`src/rtl/nibble_serial_add_ctrl_if.sv`:
```
// nibble_serial_add_ctrl_if: operand/result handshake bundle for the nibble-serial adder.
//   in_valid/in_ready/a/b/cin : operand request from producer
//   out_valid/out_ready/sum/cout/ovf : result to consumer
//   busy : adder is in RUN or DONE
interface nibble_serial_add_ctrl_if #(parameter int WIDTH = 16);
    logic             in_valid;
    logic             in_ready;
    logic [WIDTH-1:0] a;
    logic [WIDTH-1:0] b;
    logic             cin;
    logic             out_valid;
    logic             out_ready;
    logic [WIDTH-1:0] sum;
    logic             cout;
    logic             ovf;
    logic             busy;
    modport master (output in_valid, a, b, cin, out_ready,
                    input  in_ready, out_valid, sum, cout, ovf, busy);
    modport slave  (input  in_valid, a, b, cin, out_ready,
                    output in_ready, out_valid, sum, cout, ovf, busy);
endinterface

```
`src/rtl/nibble_serial_add_ctrl.sv`:
```
// nibble_serial_add_ctrl: adds two WIDTH-bit operands one nibble per cycle through a shared 4-bit CLA slice.
//   clk, rst : clock and asynchronous active-high reset
//   bus      : slave side of nibble_serial_add_ctrl_if (operand in, result out, busy)
module nibble_serial_add_ctrl #(
    parameter int WIDTH = 16
) (
    input logic                     clk,
    input logic                     rst,
    nibble_serial_add_ctrl_if.slave bus
);
    localparam int NIB = WIDTH / 4;
    localparam int IW  = NIB > 1 ? $clog2(NIB) : 1;

    typedef enum logic [1:0] {IDLE, RUN, DONE} state_t;

    state_t           state_q, state_d;
    logic [WIDTH-1:0] a_q, a_d, b_q, b_d, sum_q, sum_d;
    logic             carry_q, carry_d, cout_q, cout_d, ovf_q, ovf_d;
    logic [IW-1:0]    idx_q, idx_d;
    logic [IW+1:0]    sh;
    logic [3:0]       na, nb, p, g, s;
    logic             c1, c2, c3, c4;

    // Shared slice: carries are computed in parallel from the nibble's P/G terms.
    always_comb begin
        sh = {idx_q, 2'b00};
        na = 4'(a_q >> sh);
        nb = 4'(b_q >> sh);
        p  = na ^ nb;
        g  = na & nb;
        c1 = g[0] | (p[0] & carry_q);
        c2 = g[1] | (p[1] & g[0]) | (p[1] & p[0] & carry_q);
        c3 = g[2] | (p[2] & g[1]) | (p[2] & p[1] & g[0]) | (p[2] & p[1] & p[0] & carry_q);
        c4 = g[3] | (p[3] & g[2]) | (p[3] & p[2] & g[1]) | (p[3] & p[2] & p[1] & g[0])
           | (p[3] & p[2] & p[1] & p[0] & carry_q);
        s  = p ^ {c3, c2, c1, carry_q};
    end

    always_comb begin
        state_d = state_q;
        a_d     = a_q;
        b_d     = b_q;
        sum_d   = sum_q;
        carry_d = carry_q;
        cout_d  = cout_q;
        ovf_d   = ovf_q;
        idx_d   = idx_q;
        case (state_q)
            IDLE: if (bus.in_valid) begin
                state_d = RUN;
                a_d     = bus.a;
                b_d     = bus.b;
                carry_d = bus.cin;
                idx_d   = '0;
                sum_d   = '0;
            end
            RUN: begin
                sum_d   = (sum_q & ~(WIDTH'(4'hF) << sh)) | (WIDTH'(s) << sh);
                carry_d = c4;
                idx_d   = idx_q + IW'(1);
                if (idx_q == IW'(NIB - 1)) begin
                    cout_d  = c4;
                    ovf_d   = c3 ^ c4;
                    state_d = DONE;
                end
            end
            DONE: if (bus.out_ready) state_d = IDLE;
            default: state_d = IDLE;
        endcase
    end

    always_ff @(posedge clk or posedge rst) begin
        if (rst) begin
            state_q <= IDLE;
            a_q     <= '0;
            b_q     <= '0;
            sum_q   <= '0;
            carry_q <= 1'b0;
            cout_q  <= 1'b0;
            ovf_q   <= 1'b0;
            idx_q   <= '0;
        end else begin
            state_q <= state_d;
            a_q     <= a_d;
            b_q     <= b_d;
            sum_q   <= sum_d;
            carry_q <= carry_d;
            cout_q  <= cout_d;
            ovf_q   <= ovf_d;
            idx_q   <= idx_d;
        end
    end

    assign bus.in_ready  = state_q == IDLE;
    assign bus.out_valid = state_q == DONE;
    assign bus.busy      = state_q != IDLE;
    assign bus.sum       = sum_q;
    assign bus.cout      = cout_q;
    assign bus.ovf       = ovf_q;
endmodule

```
`src/flat_wrapper.sv`:
```
// flat-port wrapper written by rule: the top's interface ports become plain ports
module nibble_serial_add_ctrl_flat 
#(
    parameter int WIDTH = 16
)
  (clk, rst, bus_in_valid, bus_a, bus_b, bus_cin, bus_out_ready, bus_in_ready, bus_out_valid, bus_sum, bus_cout, bus_ovf, bus_busy);
  nibble_serial_add_ctrl_if #(.WIDTH(WIDTH)) bus_i ();
  input logic clk;
  input logic rst;
  input wire logic [$bits(bus_i.in_valid)-1:0] bus_in_valid;
  input wire logic [$bits(bus_i.a)-1:0] bus_a;
  input wire logic [$bits(bus_i.b)-1:0] bus_b;
  input wire logic [$bits(bus_i.cin)-1:0] bus_cin;
  input wire logic [$bits(bus_i.out_ready)-1:0] bus_out_ready;
  output wire logic [$bits(bus_i.in_ready)-1:0] bus_in_ready;
  output wire logic [$bits(bus_i.out_valid)-1:0] bus_out_valid;
  output wire logic [$bits(bus_i.sum)-1:0] bus_sum;
  output wire logic [$bits(bus_i.cout)-1:0] bus_cout;
  output wire logic [$bits(bus_i.ovf)-1:0] bus_ovf;
  output wire logic [$bits(bus_i.busy)-1:0] bus_busy;
  assign bus_i.in_valid = bus_in_valid;
  assign bus_i.a = bus_a;
  assign bus_i.b = bus_b;
  assign bus_i.cin = bus_cin;
  assign bus_i.out_ready = bus_out_ready;
  assign bus_in_ready = bus_i.in_ready;
  assign bus_out_valid = bus_i.out_valid;
  assign bus_sum = bus_i.sum;
  assign bus_cout = bus_i.cout;
  assign bus_ovf = bus_i.ovf;
  assign bus_busy = bus_i.busy;
  nibble_serial_add_ctrl #(.WIDTH(WIDTH)) u_core (.clk(clk), .rst(rst), .bus(bus_i));
endmodule
```
`config.mk`:
```
export PLATFORM = sky130hd
export DESIGN_NAME = nibble_serial_add_ctrl_flat
export DESIGN_NICKNAME = d
export VERILOG_FILES = /design/src/rtl/nibble_serial_add_ctrl_if.sv /design/src/rtl/nibble_serial_add_ctrl.sv /design/src/flat_wrapper.sv
export SDC_FILE = /design/constraint.sdc
export NUM_CORES = 1
export LEC_CHECK = 0
export CAP_MARGIN = 20
export CORE_MARGIN = 1.5
export CORE_UTILIZATION = 42
export CTS_CLUSTER_SIZE = 28
export DETAILED_ROUTE_END_ITERATION = 12
export PLACE_DENSITY = 0.69
export SYNTH_ARGS = -nofsm -noshare
export SYNTH_HDL_FRONTEND = slang
export SYNTH_SLANG_ARGS = --single-unit
```
`constraint.sdc`:
```
create_clock -name clk -period 2.6 [get_ports clk]
set_input_delay 0.65 -clock clk [delete_from_list [all_inputs] [get_ports clk]]
set_output_delay 0.65 -clock clk [all_outputs]
set_load 0.02 [all_outputs]
```
==> impl_metrics.py, run 1 <==
metrics = {
    "clock_network": {
        "cts-root-buf": "clkbuf_8",
        "post_cts_resized": 0,
        "post-cts-setup-buffers": 0,
        "cts_buffers": 5,
        "tritoncts": "done",
        "clockBufferDepth": 2,
        "cts_sinks": 55,
        "h-tree-depth": 2,
        "clkTransAtPathRegs_ns": 0.09,
        "clock_latency_ns": 0.30,
        "ctsHoldBuffers": 0,
    },
    "sta": {
        "setup_slack_ns": 0.136,
        "finalSetupViolCount": 0,
        "period_share_pct": 94.8,
        "min_period_ns": 2.46,
        "worst_pin_slew_ns": 0.609,
        "slew_viol_final": 0,
        "clock.fmax_ghz": 0.406,
        "hold_violations": 0,
        "fin_skew_ns": 0.00453,
        "setup_tns_ns": 0,
        "slew_headroom_pct": 59.1,
        "rsz0062_at_grt": "false",
    },
    "place": {
        "pre_cts_ws_ns": 0.177,
        "port_buffers": 57,
        "dp_hpwl_mm": 3.86,
        "place.gp.congestion": 0.872,
    },
    "critical_path": {
        "slowest_delay_ns": 0.59,
        "critical-path-top-delay-family": "buffers and inverters",
        "slowest_stage": "clkdlybuf4s50_1",
        "start_kind": "register",
        "crit_required_ns": 1.95,
        "crit_path_end_kind": "output port",
        "cp_cell_sequence": "or2_2 > inv_1 > clkdlybuf4s50_1",
        "critPathMaxFanout": 12,
        "cp_num_cells": 3,
        "crit_buf_inv": 2,
        "r2r_cells": 6,
        "worstPathArrival_ns": 1.81,
        "crit_type": "register to output port",
    },
    "grt": {
        "grt_pass1_wl_mm": 8.33,
        "grt_max_degree": 31,
        "grt-ovfl-total": 0,
        "grt_pass1_vias": 1687,
        "grt_usage_pct": 17.0,
        "antenna_found_initial": 0,
    },
    "floorplan": {
        "io_pins": 58,
        "rows": 28,
        "dieArea_um2": 6550,
        "initial_utilization_pct": 43.4,
        "die_x_um": 81.0,
        "die_h_um": 81.0,
        "core-area_um2": 5890,
    },
    "synth": {
        "syn_inst": 180,
        "async_reset_ff_share_pct": 100,
        "ys_seq_elements": 55,
        "syn-num-nets": 227,
        "yosys.area.top_type": "dfrtp_1",
        "yosysSeqAreaShare_pct": 53.9,
        "synth.area.top_cells": "dfrtp_1 54%, mux2_1 13%, mux4_2 7.1%",
        "synth_cell_type_count": 33,
        "synth_ff_type": "dfrtp_1",
        "synth_edf_count": 0,
        "syn_avg_cell_area_um2": 14.2,
        "yosysTopAreaCellShare_pct": 53.9,
        "ys.warnings.count": 0,
        "synth_area_um2": 2550,
    },
    "pwr": {
        "leakagePower_nw": 1.46,
        "power.density_nw_per_um2": 1410,
        "peakVddDrop_mv": 0.731,
    },
    "cells_and_area": {
        "drive_gt1_share_pct": 11.9,
        "final_cell_mix": "57 x clkdlybuf4s50_1, 55 x dfrtp_1, 30 x mux2_1",
        "diodes": 0,
        "area_growth_pct": 31.0,
        "final_nets": 290,
        "mostFrequentLayoutCell": "clkdlybuf4s50_1",
    },
    "routing": {
        "drt_first_pass_iters": 4,
        "vias_per_cell": 5.13,
        "ant_nets": 0,
        "initialDrtViolationCount": 76,
        "wl_per_cell_um": 15.5,
        "finalWirelength_mm": 4.92,
        "remaining_drc_errors": 0,
        "num_vias": 1631,
    },
    "outcome": {
        "status": "completed",
    },
    "hold_path": {
        "hp-class": "register to register",
        "holdPathStages": 1,
    },
    "job": {
        "drv_cap": 0,
    },
}
-- report_power, final --
group	internal (mW)	switching, mW
combinational	1.29	1.33
clock	0.283	0.257
sequential	1.27	0.278
-- routing by layer --
metal,GRT usage [%],routed length (µm),up-vias
li1,-,-,782
met1,23.3,2330,792
met2,26.9,2290,47
met3,3.71,195,10
met4,5.52,95,0
met5,0,0,-
-- cells by family (layout without fill, tap and decap cells) --
logic type | Yosys count | count (layout) | share of synthesized area (%)
DFF | 55 | 55 | 53.9
muxes | 41 | 41 | 21.6
AOI/OAI and AO/OA | 35 | 35 | 10.5
and+or+nand+nor | 22 | 22 | 4.66
buffers and inverters | 14 | 77 | 2.79
adders and majority gates | 10 | 10 | 5.20
xor gates and xnor gates | 3 | 3 | 1.32
-- cells in the mapped netlist (all sizes together), types with 2 or more instances --
master   n
nor2     4
a22o    17
mux2    32
nor3     4
ha       9
a21oi    6
mux4     8
dfrtp   55
nand2b   3
o21ai    2
inv      7
xor2     2
nor2b    2
a21o     6
nand2    6
buf      7
-- through the flow --
stage                     hold WS [ns]  area, µm²  cells  power [mW]  util [%]
after detailed placement         0.475       3240    311        4.22      55.1
after floorplan                  0.452       2550    180        3.39         -
after CTS                        0.497       3340    318        4.77      56.8
final                            0.495       3340    318        4.71      56.8
after global placement           0.471       3240    311        4.15      55.1
after global routing             0.512       3340    318        5.10      56.8
-- sequential cells by signal, indices dropped and copies added, names as in the netlist --
register / count
u_core.bus.sum: 16
u_core.carry_q: 1
u_core.a_q: 16
u_core.state_q: 2
u_core.idx_q: 2
u_core.b_q: 16
u_core.bus.ovf: 1
u_core.bus.cout: 1
-- worst reg2reg max path: cells and delay by family (launching register included) --
kind / cells / cell delay [ns]
adders and majority gates: 1 / 0.34
DFF: 1 / 0.53
xor gates and xnor gates: 1 / 0.19
AOI/OAI and AO/OA: 3 / 0.63
muxes: 1 / 0.61
-- cell type report --
cell class                 count  area [µm²]
timing repair buffer          63         641
clock inverter                 1        30.0
clock buffer                   6        72.6
inverter                       7        26.3
multi-input combinational    111        1100
sequential                    55        1380
fill                         502        2540
tap                           75        93.8
-- worst paths after layout --
| check | startpoint | to | slack [ns] |
|---|---|---|---|
| worst max-delay path | u_core.state_q[1] | bus_in_ready | 0.14 |
| worst min register to register | u_core.b_q[9] | u_core.b_q[9] | 0.49 |
| worst min-delay path | u_core.b_q[9] | u_core.b_q[9] | 0.49 |
| worst max register to register | u_core.idx_q[1] | u_core.bus.sum[3] | 0.20 |
| max in group asynchronous | rst | u_core.a_q[12] | 1.48 |
| min in group asynchronous | rst | u_core.a_q[7] | 0.62 |
(Power assumes the default switching activity.)
==> inputs of run 2 (changes only) <==
Settings changed: GPL_TIMING_DRIVEN set to 0.
==> run 2 against run 1 <==
Effect of this change:
- clock skew increased by 0.0064 ns
- routed wire length increased by 0.71%
- highest routed layer unchanged
- cell area increased by 1.0%
- largest cell class unchanged
- largest power group unchanged
- first-iteration DRC count decreased by 41%
- hold slack got worse by 0.0061 ns
- clock power decreased by 7.2%
==> impl_metrics.py, run 2 (same netlist as run 1, synthesis figures left out) <==
metrics = {
    "outcome": {
        "status": "completed",
    },
    "sta": {
        "rsz0062_at_grt": "false",
        "fin_worst_hold_slack_ns": 0.488,
        "slew_viol_final": 0,
        "worst_pin_slew_ns": 0.442,
        "hold_violations": 0,
        "fin_skew_ns": 0.0109,
        "min_period_ns": 2.52,
        "finalSetupViolCount": 0,
        "period_share_pct": 96.9,
        "slew_headroom_pct": 70.3,
        "clock.fmax_ghz": 0.397,
    },
    "floorplan": {
        "core-area_um2": 5890,
        "io_pins": 58,
        "die_h_um": 81.0,
        "dieArea_um2": 6550,
        "initial_utilization_pct": 43.4,
        "die_x_um": 81.0,
        "rows": 28,
    },
    "cells_and_area": {
        "drive_gt1_share_pct": 14.9,
        "finalInstanceArea_um2": 3380,
        "final_cell_mix": "57 x clkdlybuf4s50_1, 53 x dfrtp_1, 30 x mux2_1",
        "diodes": 0,
        "mostFrequentLayoutCell": "clkdlybuf4s50_1",
        "area_growth_pct": 32.4,
        "final_nets": 295,
        "final_util_pct": 57.4,
    },
    "hold_path": {
        "whs_endpoint": "u_core.a_q[12]",
        "hold_start": "u_core.a_q[12]",
        "holdPathStages": 1,
        "hp-class": "register to register",
    },
    "place": {
        "place.gp.congestion": 0.756,
        "dp_hpwl_mm": 3.72,
        "port_buffers": 57,
        "postPlaceCellArea_um2": 3260,
    },
    "clock_network": {
        "cts-root-buf": "clkbuf_8",
        "clockBufferDepth": 2,
        "ctsHoldBuffers": 0,
        "cts_sinks": 55,
        "cts_buffers": 5,
        "h-tree-depth": 2,
        "clock_latency_ns": 0.31,
        "clkTransAtPathRegs_ns": 0.09,
        "tritoncts": "done",
    },
    "grt": {
        "grt_pass1_vias": 1687,
        "grt_pass1_wl_mm": 8.24,
        "antenna_found_initial": 0,
        "grt_max_degree": 29,
        "grt_usage_pct": 17.0,
        "grt-ovfl-total": 0,
    },
    "pwr": {
        "power.density_nw_per_um2": 1410,
        "leakagePower_nw": 1.48,
        "peakVddDrop_mv": 0.641,
    },
    "routing": {
        "finalWirelength_mm": 4.95,
        "drt_first_pass_iters": 4,
        "wl_per_cell_um": 15.3,
        "remaining_drc_errors": 0,
        "initialDrtViolationCount": 45,
        "vias_per_cell": 5.15,
        "ant_nets": 0,
        "num_vias": 1668,
    },
    "critical_path": {
        "rr_startpoint": "u_core.idx_q[0]",
        "crit_required_ns": 1.95,
        "slowest_stage": "clkdlybuf4s50_1",
        "critPathMaxFanout": 10,
        "crit_path_end_kind": "output port",
        "worstReg2RegEnd": "u_core.bus.sum[11]",
        "crit_buf_inv": 3,
        "slowest_delay_ns": 0.59,
        "critical-path-top-delay-family": "buffers and inverters",
        "crit_type": "register to output port",
        "worstPathArrival_ns": 1.87,
        "r2r_slack_ns": 0.15,
        "start_kind": "register",
        "cp_cell_sequence": "buf_2 > or2_2 > inv_1 > clkdlybuf4s50_1",
        "r2r_cells": 7,
    },
    "job": {
        "drv_cap": 0,
    },
}
-- run 2: worst max path at each step --
stage | from | to | slack [ns] | depth (start not counted)
floorplan | u_core.idx_q[0] | u_core.bus.sum[11] | 0.24 | 7
finish | u_core.state_q[1] | bus_in_ready | 0.08 | 4
CTS | u_core.idx_q[0] | u_core.bus.sum[11] | 0.03 | 7
global placement | rst | u_core.b_q[5] | -0.43 | 2
global route | u_core.idx_q[0] | u_core.bus.sum[11] | 0.006 | 7
detailed placement | u_core.idx_q[0] | u_core.bus.sum[11] | -0.05 | 7
-- run 2: stage by stage --
stage / worst slack, ns / instances / setup TNS, ns / total power, mW
after floorplan: 0.241 / 180 / 0 / 3.39
after global placement: -0.426 / 312 / -23.36 / 4.17
after detailed placement: -0.0530 / 314 / -0.106 / 4.24
after CTS: 0.0275 / 322 / 0 / 4.75
after global routing: 0.00572 / 324 / 0 / 5.18
final: 0.0793 / 324 / 0 / 4.77
-- run 2: area by class of cell --
class                   instances  area, µm²
inverters                       7       26.3
fillers                       505       2510
well taps                      75       93.8
flip-flops and latches         55       1380
plain buffers                   7       55.1
clock buffers                   7       86.3
multi-input cells             111       1100
repair buffers                 61        626
clock inverters                 1       8.76
-- run 2: where the power goes --
| part | total, mW | switching (mW) | internal (mW) |
|---|---|---|---|
| Clock | 0.500 | 0.281 | 0.219 |
| Sequential | 1.49 | 0.220 | 1.27 |
| Combinational | 2.78 | 1.43 | 1.35 |
| Total | 4.77 | 1.93 | 2.84 |
-- run 2: metal layers --
layer / global-route usage, % / vias up / routed length (µm)
li1: - / 793 / -
met1: 22.3 / 827 / 2310
met2: 28.2 / 41 / 2390
met3: 3.82 / 7 / 193
met4: 5.17 / 0 / 56
met5: 0 / - / 0
-- run 2: repair_timing --
action | CTS | global route
pin swaps | 0 | 2
endpoints found under the setup margin | 4 | 8
setup buffers | 0 | 2
resized for setup | 2 | 3
